File: src/rtl/mem_req_arbiter.sv
// Shares one SRAM-like memory port between the CPU inst and data ports, holds a
// granted request until accepted, and steers in-order responses via an owner FIFO.
//
// state     | meaning
// ST_IDLE   | combinational grant, data favoured unless inst streak limit reached
// ST_HOLD_I | inst granted but not yet accepted, grant pinned to inst
// ST_HOLD_D | data granted but not yet accepted, grant pinned to data
module mem_req_arbiter #(
   parameter int OUTSTANDING = 4,
   parameter int MAX_STREAK  = 4
) (
   input  logic        clk,
   input  logic        rst,
   input  logic        inst_req,
   input  logic        inst_wr,
   input  logic [1:0]  inst_size,
   input  logic [31:0] inst_addr,
   input  logic [31:0] inst_wdata,
   input  logic        inst_uncached,
   output logic        inst_addr_ok,
   output logic        inst_data_ok,
   output logic [31:0] inst_rdata,
   input  logic        data_req,
   input  logic        data_wr,
   input  logic [1:0]  data_size,
   input  logic [31:0] data_addr,
   input  logic [31:0] data_wdata,
   input  logic        data_uncached,
   output logic        data_addr_ok,
   output logic        data_data_ok,
   output logic [31:0] data_rdata,
   output logic        mem_req,
   output logic        mem_wr,
   output logic [1:0]  mem_size,
   output logic [31:0] mem_addr,
   output logic [31:0] mem_wdata,
   output logic        mem_uncached,
   input  logic        mem_addr_ok,
   input  logic        mem_data_ok,
   input  logic [31:0] mem_rdata,
   output logic        err_unexpected
);

   localparam int PW = $clog2(OUTSTANDING);
   localparam int SW = $clog2(MAX_STREAK + 1);
   localparam logic [PW:0]   FULL_CNT   = OUTSTANDING[PW:0];
   localparam logic [SW-1:0] STREAK_MAX = MAX_STREAK[SW-1:0];

   typedef enum logic [1:0] {ST_IDLE, ST_HOLD_I, ST_HOLD_D} state_t;

   state_t                 state_q, state_d;
   logic [PW-1:0]          wr_ptr_q, wr_ptr_d, rd_ptr_q, rd_ptr_d;
   logic [PW:0]            count_q, count_d;
   logic [OUTSTANDING-1:0] owner_q, owner_d;
   logic [SW-1:0]          streak_q, streak_d;
   logic                   err_q, err_d;

   logic gnt_vld, gnt_data, fifo_full, accept, pop, head_data;

   assign fifo_full = (count_q == FULL_CNT);

   always_comb begin
      gnt_vld  = 1'b0;
      gnt_data = 1'b0;
      case (state_q)
         ST_HOLD_I: gnt_vld = inst_req;
         ST_HOLD_D: begin
            gnt_vld  = data_req;
            gnt_data = 1'b1;
         end
         default: begin
            if (!fifo_full) begin
               if (streak_q == STREAK_MAX && inst_req) begin
                  gnt_vld = 1'b1;
               end else if (data_req) begin
                  gnt_vld  = 1'b1;
                  gnt_data = 1'b1;
               end else if (inst_req) begin
                  gnt_vld = 1'b1;
               end
            end
         end
      endcase
   end

   assign mem_req      = gnt_vld & ~fifo_full & ~rst;
   assign accept       = mem_req & mem_addr_ok;
   assign mem_wr       = gnt_data ? data_wr       : inst_wr;
   assign mem_size     = gnt_data ? data_size     : inst_size;
   assign mem_addr     = gnt_data ? data_addr     : inst_addr;
   assign mem_wdata    = gnt_data ? data_wdata    : inst_wdata;
   assign mem_uncached = gnt_data ? data_uncached : inst_uncached;
   assign inst_addr_ok = accept & ~gnt_data;
   assign data_addr_ok = accept & gnt_data;

   // A response with nothing outstanding is flagged but never steered to a port.
   assign pop          = mem_data_ok & (count_q != '0) & ~rst;
   assign head_data    = owner_q[rd_ptr_q];
   assign inst_data_ok = pop & ~head_data;
   assign data_data_ok = pop & head_data;
   assign inst_rdata   = mem_rdata;
   assign data_rdata   = mem_rdata;
   assign err_unexpected = err_q;

   always_comb begin
      state_d  = state_q;
      wr_ptr_d = wr_ptr_q;
      rd_ptr_d = rd_ptr_q;
      count_d  = count_q;
      owner_d  = owner_q;
      streak_d = streak_q;
      err_d    = err_q | (mem_data_ok & (count_q == '0));

      case (state_q)
         ST_IDLE: begin
            if (mem_req && !mem_addr_ok) begin
               state_d = gnt_data ? ST_HOLD_D : ST_HOLD_I;
            end
         end
         default: begin
            if (!gnt_vld || mem_addr_ok) begin
               state_d = ST_IDLE;
            end
         end
      endcase

      if (accept) begin
         owner_d[wr_ptr_q] = gnt_data;
         wr_ptr_d          = wr_ptr_q + 1'b1;
      end
      if (pop) begin
         rd_ptr_d = rd_ptr_q + 1'b1;
      end
      case ({accept, pop})
         2'b10:   count_d = count_q + 1'b1;
         2'b01:   count_d = count_q - 1'b1;
         default: count_d = count_q;
      endcase

      if (!inst_req || (accept && !gnt_data)) begin
         streak_d = '0;
      end else if (accept && gnt_data && streak_q != STREAK_MAX) begin
         streak_d = streak_q + 1'b1;
      end
   end

   always_ff @(posedge clk or posedge rst) begin
      if (rst) begin
         state_q  <= ST_IDLE;
         wr_ptr_q <= '0;
         rd_ptr_q <= '0;
         count_q  <= '0;
         owner_q  <= '0;
         streak_q <= '0;
         err_q    <= 1'b0;
      end else begin
         state_q  <= state_d;
         wr_ptr_q <= wr_ptr_d;
         rd_ptr_q <= rd_ptr_d;
         count_q  <= count_d;
         owner_q  <= owner_d;
         streak_q <= streak_d;
         err_q    <= err_d;
      end
   end

endmodule

File: config.mk
export PLATFORM = sky130hd
export DESIGN_NAME = mem_req_arbiter
export DESIGN_NICKNAME = d
export VERILOG_FILES = /design/src/rtl/mem_req_arbiter.sv
export SDC_FILE = /design/constraint.sdc
export NUM_CORES = 1
export LEC_CHECK = 0
export BUFFER_PORTS_ARGS = -buffer_cell sky130_fd_sc_hd__buf_2
export CAP_MARGIN = 10
export CORE_AREA = 2 2 122 124
export DETAILED_ROUTE_END_ITERATION = 8
export DIE_AREA = 0 0 124 126
export PLACE_DENSITY = 0.59
export SYNTH_ARGS = -nofsm -noshare
export SYNTH_HDL_FRONTEND = slang
export SYNTH_SLANG_ARGS = --single-unit
File: constraint.sdc
create_clock -name clk -period 4 [get_ports clk]
set_clock_uncertainty 0.1 [all_clocks]
set_input_delay 0.8 -clock clk [delete_from_list [all_inputs] [get_ports clk]]
set_output_delay 0.8 -clock clk [all_outputs]
set_load 0.01 [all_outputs]
==> results of run 1 <==
## flip-flops by register name, indices dropped and copies added (netlist names)
signal          flops
rd_ptr_q            2
owner_q             4
wr_ptr_q            2
streak_q            3
state_q             2
err_unexpected      1
count_q             3
## power by group through the flow
stage / combinational, uW / sequential, uW / clock, uW
2_1_floorplan: 908 / 281 / 0
3_3_place_gp: 1310 / 296 / 0
3_5_place_dp: 1320 / 296 / 0
4_1_cts: 1320 / 294 / 198
5_1_grt: 1480 / 305 / 212
6_report: 1310 / 294 / 194
## synthesized netlist by cell type
| library cell | number |
|---|---|
| o21ai_0 | 2 |
| buf_4 | 64 |
| nor3b_1 | 2 |
| a32o_1 | 1 |
| o31ai_1 | 1 |
| o311ai_2 | 2 |
| nor4_1 | 1 |
| a22o_2 | 1 |
| a21o_1 | 1 |
| dfrtp_1 | 17 |
| or2_2 | 1 |
| a211oi_2 | 1 |
| a32oi_1 | 2 |
| and2_1 | 3 |
| nand2_1 | 208 |
| o22ai_1 | 2 |
| ha_1 | 10 |
| nor2b_1 | 3 |
| nand3b_1 | 1 |
| buf_6 | 2 |
| inv_1 | 12 |
| or3b_4 | 1 |
| mux4_2 | 1 |
| a31oi_1 | 11 |
| o21bai_1 | 1 |
| nand3_1 | 2 |
| o2bb2ai_2 | 1 |
| xor2_1 | 3 |
| and3_4 | 1 |
| and2_4 | 1 |
| xnor2_1 | 3 |
| nor3_1 | 2 |
| nand4_1 | 4 |
| fa_1 | 1 |
| nor2_1 | 7 |
| buf_2 | 9 |
| clkbuf_1 | 8 |
## worst max path at each step
stage                    start             to  slack, ps
CTS                 state_q[0]   data_addr_ok        680
global placement      inst_req  mem_wdata[10]        920
detailed placement    inst_req  mem_wdata[10]        880
finish              state_q[0]  mem_wdata[10]        680
floorplan                  rst   data_addr_ok       1030
global route        state_q[0]   inst_addr_ok        500
## final cells by class
class	instances	area, um^2
Tap cell	184	230
Inverter	12	45.0
Timing Repair Buffer	220	1110
Clock buffer	3	75.1
Clock inverter	1	5.00
Fill cell	1624	11000
Multi-Input combinational cell	281	1410
Sequential cell	17	425
## per-layer routing
layer,GRT usage,share of wire,vias to the layer above
met5,0,0,-
met1,0.110,0.41,1194
met2,0.147,0.45,183
met3,0.0254,0.11,26
li1,-,-,1448
met4,0.0350,0.031,0
## worst max-delay path: cells and delay by family, from the launching register on
family                     cells  cell delay [ps]
and+or+nand+nor                3              520
AOI/OAI and AO/OA              1              280
adders and majority gates      1              420
buffers and inverters          3              590
DFF                            1              350
## through the flow
step	area, um^2	utilization	hold slack, ps	power [uW]
final	3300	0.231	363	1790
after global routing	3300	0.231	410	2000
after CTS	3300	0.231	364	1810
after detailed placement	3220	0.225	352	1610
after global placement	3220	0.225	336	1600
after floorplan	2440	-	353	1190
## cells by family (layout without fill, tap and decap cells)
family | count (synthesis) | after routing | synth area share
simple gates | 237 | 237 | 0.392
buf+inv | 95 | 236 | 0.256
compound gates | 26 | 26 | 0.0868
flops | 17 | 17 | 0.175
fa+ha+maj | 11 | 11 | 0.0596
xor+xnor | 6 | 6 | 0.0216
mux | 1 | 1 | 0.00924
==> impl_metrics.csv, run 1 <==
group,metric,value,unit
floorplanning,die_h,126,um
yosys,avgSynthCellArea,6.20,um^2
cts,cts_tree,"built",
sta,rsz0062_at_grt,"false",
place,port_buffers,215,
pwr,clkPwrFrac,0.108,
yosys,synth_top_area_cell,"nand2_1",
sta,finalHoldViolations,0,
worst_hold_path,hp-class,"reg2reg",
final_layout,area_delta_synth_final,35.5,%
sta,maxSlewViolCount,0,
sta,worst_slack,678,ps
global_routing,grt_util_all_layers,0.0895,
setup_path,cp.arrival,2420,ps
yosys,ys_types,37,
sta,fmax,0.301,GHz
final_layout,final_common_cell,"buf_2",
pwr,power_frac_seq,0.164,
pwr,p_switching,901,uW
pwr,power_leakage,0.00199,uW
cts,cts_buffers,3,
cts,hold_buffers,0,
place,routabilityCongestion,0.769,
yosys,ys_warn_count,0,
pwr,internal_power,893,uW
sta,min_period,3320,ps
yosys,synth_fp_nets,578,
floorplanning,die_area,15600,um^2
route,drtPass1Iterations,4,
sta,setup_tns,0,ps
worst_hold_path,hp-start,"err_unexpected",
global_routing,antenna_found_initial,1,
final_layout,nNetsFinal,720,
pwr,combPwrFrac,0.728,
sta,slew_headroom,0.528,
route,post_drt_wl_per_cell,11.3,um
cts,cts_max_level,1,
place,pre_cts_ws,875,ps
floorplanning,core.rowCount,44,
global_routing,grt_pass1_wl,11200,um
global_routing,overflow,0,
cts,path_clk_slew,50,ps
yosys,syn_area,2440,um^2
route,vias_per_cell,3.97,
global_routing,grt_max_degree,43,
setup_path,crit_fanout,34,
cts,clk_latency,240,ps
final_layout,layout_common_cells,"buf_2, nand2_1, dfrtp_1",
pwr,p_per_area,543,nW/um^2
place,place_inst,714,
route,drt_iter0_drc,100,
pwr,swShare,0.502,
setup_path,cp_slowest_cell,"ha_1",
route,ant_nets,0,
global_routing,grt_pass1_vias,2345,
cts,cts_root_buf,"clkbuf_16",
yosys,yosys-top-cells-area,"nand2_1, buf_4, dfrtp_1, ha_1, a31oi_1",
setup_path,worstReg2RegEnd,"count_q[2]",
pwr,vdd_ir_drop_max,0.198,mV
route,drc,0,
run_status,outcome,"completed",
cts,postCtsResizedCells,0,
final_layout,insertedDiodeCount,0,
job,cap_violations,0,
setup_path,crit_path_cell_trace,"inv_1 > ha_1 > nor2b_1 > a32o_2 > buf_4 > nand2_1 > nand2_1 > buf_2",
place,place_hpwl,6710,um
setup_path,cp_common_cell,"nand2_1",
setup_path,crit_path_max_incr_delay,420,ps
setup_path,critPathKind,"reg2out",
yosys,synth_cells,393,
cts,cts_sinks,17,
cts,cts_setup_buffers,0,
final_layout,stdcell_count,718,
floorplanning,core,14300,um^2
final_layout,drive_above_1_share,0.442,
floorplanning,num_io_pins,312,
route,drt-total-wl,8100,um
worst_hold_path,hold-path-cell-count,1,
sta,tightest_slew,706,ps
setup_path,r2r.worst_path.cells,10,
sta,fin_crit_sh,0.830,
yosys,yosysSeqAreaShare,0.175,
setup_path,crit_path_start_kind,"flop",
setup_path,critPathCaptureType,"primary output",
yosys,ys_ff_latch,17,
setup_path,worst-endpoint-required,3100,ps
cts,clk_path_buf_depth,2,
sta,setup_violations,0,
floorplanning,die_w,124,um
floorplanning,floorplan.initialDensity,0.170,
yosys,synth_top_area_share,0.320,
route,via_count,2851,
setup_path,r2r_start,"count_q[0]",
worst_hold_path,worst_hold_path.endpoint,"err_unexpected",
setup_path,reg2reg_slack,1020,ps
Note: power is estimated with default switching activity, not from simulation.
==> inputs of run 2 (changes only) <==
- ABC_AREA: not set -> 1
- PLACE_DENSITY: 0.59 -> 0.61
- clock period: 4 -> 2.9 ns (I/O delays scaled with it)
==> impl_metrics.csv, run 2 <==
group,metric,value,unit
run_status,outcome,"completed",
global_routing,grt_pass1_wl,12000,um
yosys,synth_ff_type,"dfrtp_1",
sta,fin_crit_sh,0.925,
sta,tightest_slew,345,ps
job,cap_violations,0,
sta,setup_violations,0,
final_layout,utilization,0.232,
setup_path,cp.arrival,2000,ps
setup_path,crit_fanout,38,
yosys,ys_ff_latch,17,
yosys,yosys-top-cells-area,"nand2_1, buf_4, dfrtp_1, ha_1, inv_1",
floorplanning,die_area,15600,um^2
cts,clk_latency,250,ps
yosys,syn_area,2410,um^2
yosys,synth_edf_count,0,
yosys,synthMostInstantiatedCell,"nand2_1",
yosys,avgSynthCellArea,5.87,um^2
global_routing,grt_pass1_vias,2492,
route,drt_iter0_drc,95,
floorplanning,num_io_pins,312,
sta,hold_slack,181,ps
sta,min_period,2680,ps
sta,finalHoldViolations,0,
route,drtPass1Iterations,6,
yosys,yosysSeqAreaShare,0.176,
final_layout,area_delta_synth_final,37.9,%
place,place_hpwl,7110,um
cts,cts_buffers,3,
route,ant_nets,0,
cts,cts_setup_buffers,0,
setup_path,crit_path_cell_trace,"inv_1 > ha_1 > nor2_1 > nand3_2 > nand2_4 > inv_4 > buf_8 > nand2_1 > nand2_1 > buf_2",
floorplanning,die_h,126,um
global_routing,grt_max_degree,71,
sta,maxSlewViolCount,0,
pwr,power_leakage,0.00212,uW
setup_path,crit_path_max_incr_delay,370,ps
place,routabilityCongestion,0.755,
global_routing,antenna_found_initial,1,
final_layout,top_register,"owner_q",
setup_path,critPathKind,"reg2out",
yosys,synth_fp_nets,596,
yosys,ys_types,31,
sta,slew_headroom,0.770,
final_layout,layout_common_cells,"nand2_1, buf_2, inv_1",
place,port_buffers,215,
final_layout,top_regs,"owner_q x4, count_q x3, streak_q x3",
worst_hold_path,hp-class,"in2async",
final_layout,drive_above_1_share,0.425,
final_layout,final_common_cell,"nand2_1",
route,drt-total-wl,8800,um
floorplanning,floorplan.initialDensity,0.168,
yosys,ys_warn_count,0,
cts,path_clk_slew,50,ps
cts,cts_root_buf,"clkbuf_16",
route,via_count,2885,
floorplanning,core.rowCount,44,
place,postPlaceCellArea,3200,um^2
yosys,yosys-top-cells-count,"nand2_1, buf_4, inv_1",
pwr,p_per_area,854,nW/um^2
setup_path,critPathCaptureType,"primary output",
sta,setup_tns,0,ps
global_routing,grt_util_all_layers,0.0977,
setup_path,worst-endpoint-required,2220,ps
cts,clk_path_buf_depth,2,
cts,cts_sinks,17,
route,drc,0,
route,vias_per_cell,3.89,
sta,fmax,0.373,GHz
cts,cts_max_level,1,
floorplanning,core,14300,um^2
setup_path,cp_common_cell,"nand2_1",
pwr,vdd_ir_drop_max,0.257,mV
cts,hold_buffers,0,
setup_path,reg2reg_slack,540,ps
yosys,async_flop_share,1.00,
global_routing,overflow,0,
route,post_drt_wl_per_cell,11.9,um
final_layout,final_cell_area,3320,um^2
yosys,synth_top_area_cell,"nand2_1",
final_layout,nNetsFinal,743,
floorplanning,die_w,124,um
yosys,synth_top_area_share,0.358,
yosys,synth_cells,411,
setup_path,cp_slowest_cell,"dfrtp_1",
setup_path,crit_path_start_kind,"flop",
cts,cts_tree,"built",
final_layout,largest_reg_flops,4,
[run 2: per-layer routing]
metal,up-vias,part of all wire,GRT usage
met5,-,0,0
met4,0,0.010,0.0159
met3,16,0.14,0.0507
met1,1220,0.38,0.110
met2,181,0.48,0.167
li1,1468,-,-
[run 2: final cells by class]
cell class | count | area [um^2]
fillers | 1681 | 11000
multi-input cells | 290 | 1320
repair buffers | 221 | 1170
flip-flops and latches | 17 | 425
well taps | 184 | 230
inverters | 25 | 96.3
clock buffers | 3 | 75.1
clock inverters | 1 | 5.00
diodes | 1 | 2.50
[run 2: kinds of logic (layout without fill, tap and decap cells)]
group / count (synthesis) / in the layout / synth area share
compound gates: 13 / 13 / 0.0332
xor+xnor: 5 / 5 / 0.0182
fa+ha+maj: 11 / 11 / 0.0602
buf+inv: 104 / 250 / 0.276
flops: 17 / 17 / 0.176
other cells: 0 / 1 / 0
simple gates: 261 / 261 / 0.436
[run 2: path summary, 6_finish.rpt]
kind / startpoint / end / cells after the start
max: state_q[0] / mem_wdata[25] / 10
min: rst / state_q[0] / 2
max reg2reg: state_q[0] / count_q[2] / 12
min reg2reg: err_unexpected / err_unexpected / 1
max in group asynchronous: rst / streak_q[0] / 3
min in group clk: err_unexpected / err_unexpected / 1
[run 2: metrics by stage]
stage	setup slack [ps]	cells	total power (uW)
floorplan	464	411	1800
global placement	304	736	2470
detailed placement	280	736	2480
CTS	103	740	2780
global route	-0.425	741	3180
finish	216	742	2840
[run 2: where the power goes]
part	leakage, uW	internal, uW	switching [uW]
clock	0.0000409	185	97.6
combinational	0.00187	835	1330
sequential	0.000210	326	68.6
[run 2: critical path: cells and delay by family (launching register included)]
family,cells,cell delay [ps]
fa+ha+maj,1,340
flops,1,370
buf+inv,4,610
simple gates,5,400
[run 2: what timing repair did]
action	in CTS	in global routing
resized for setup	1	5
cloned	0	1
hold endpoints to repair	0	0
endpoints found under the setup margin	1	49
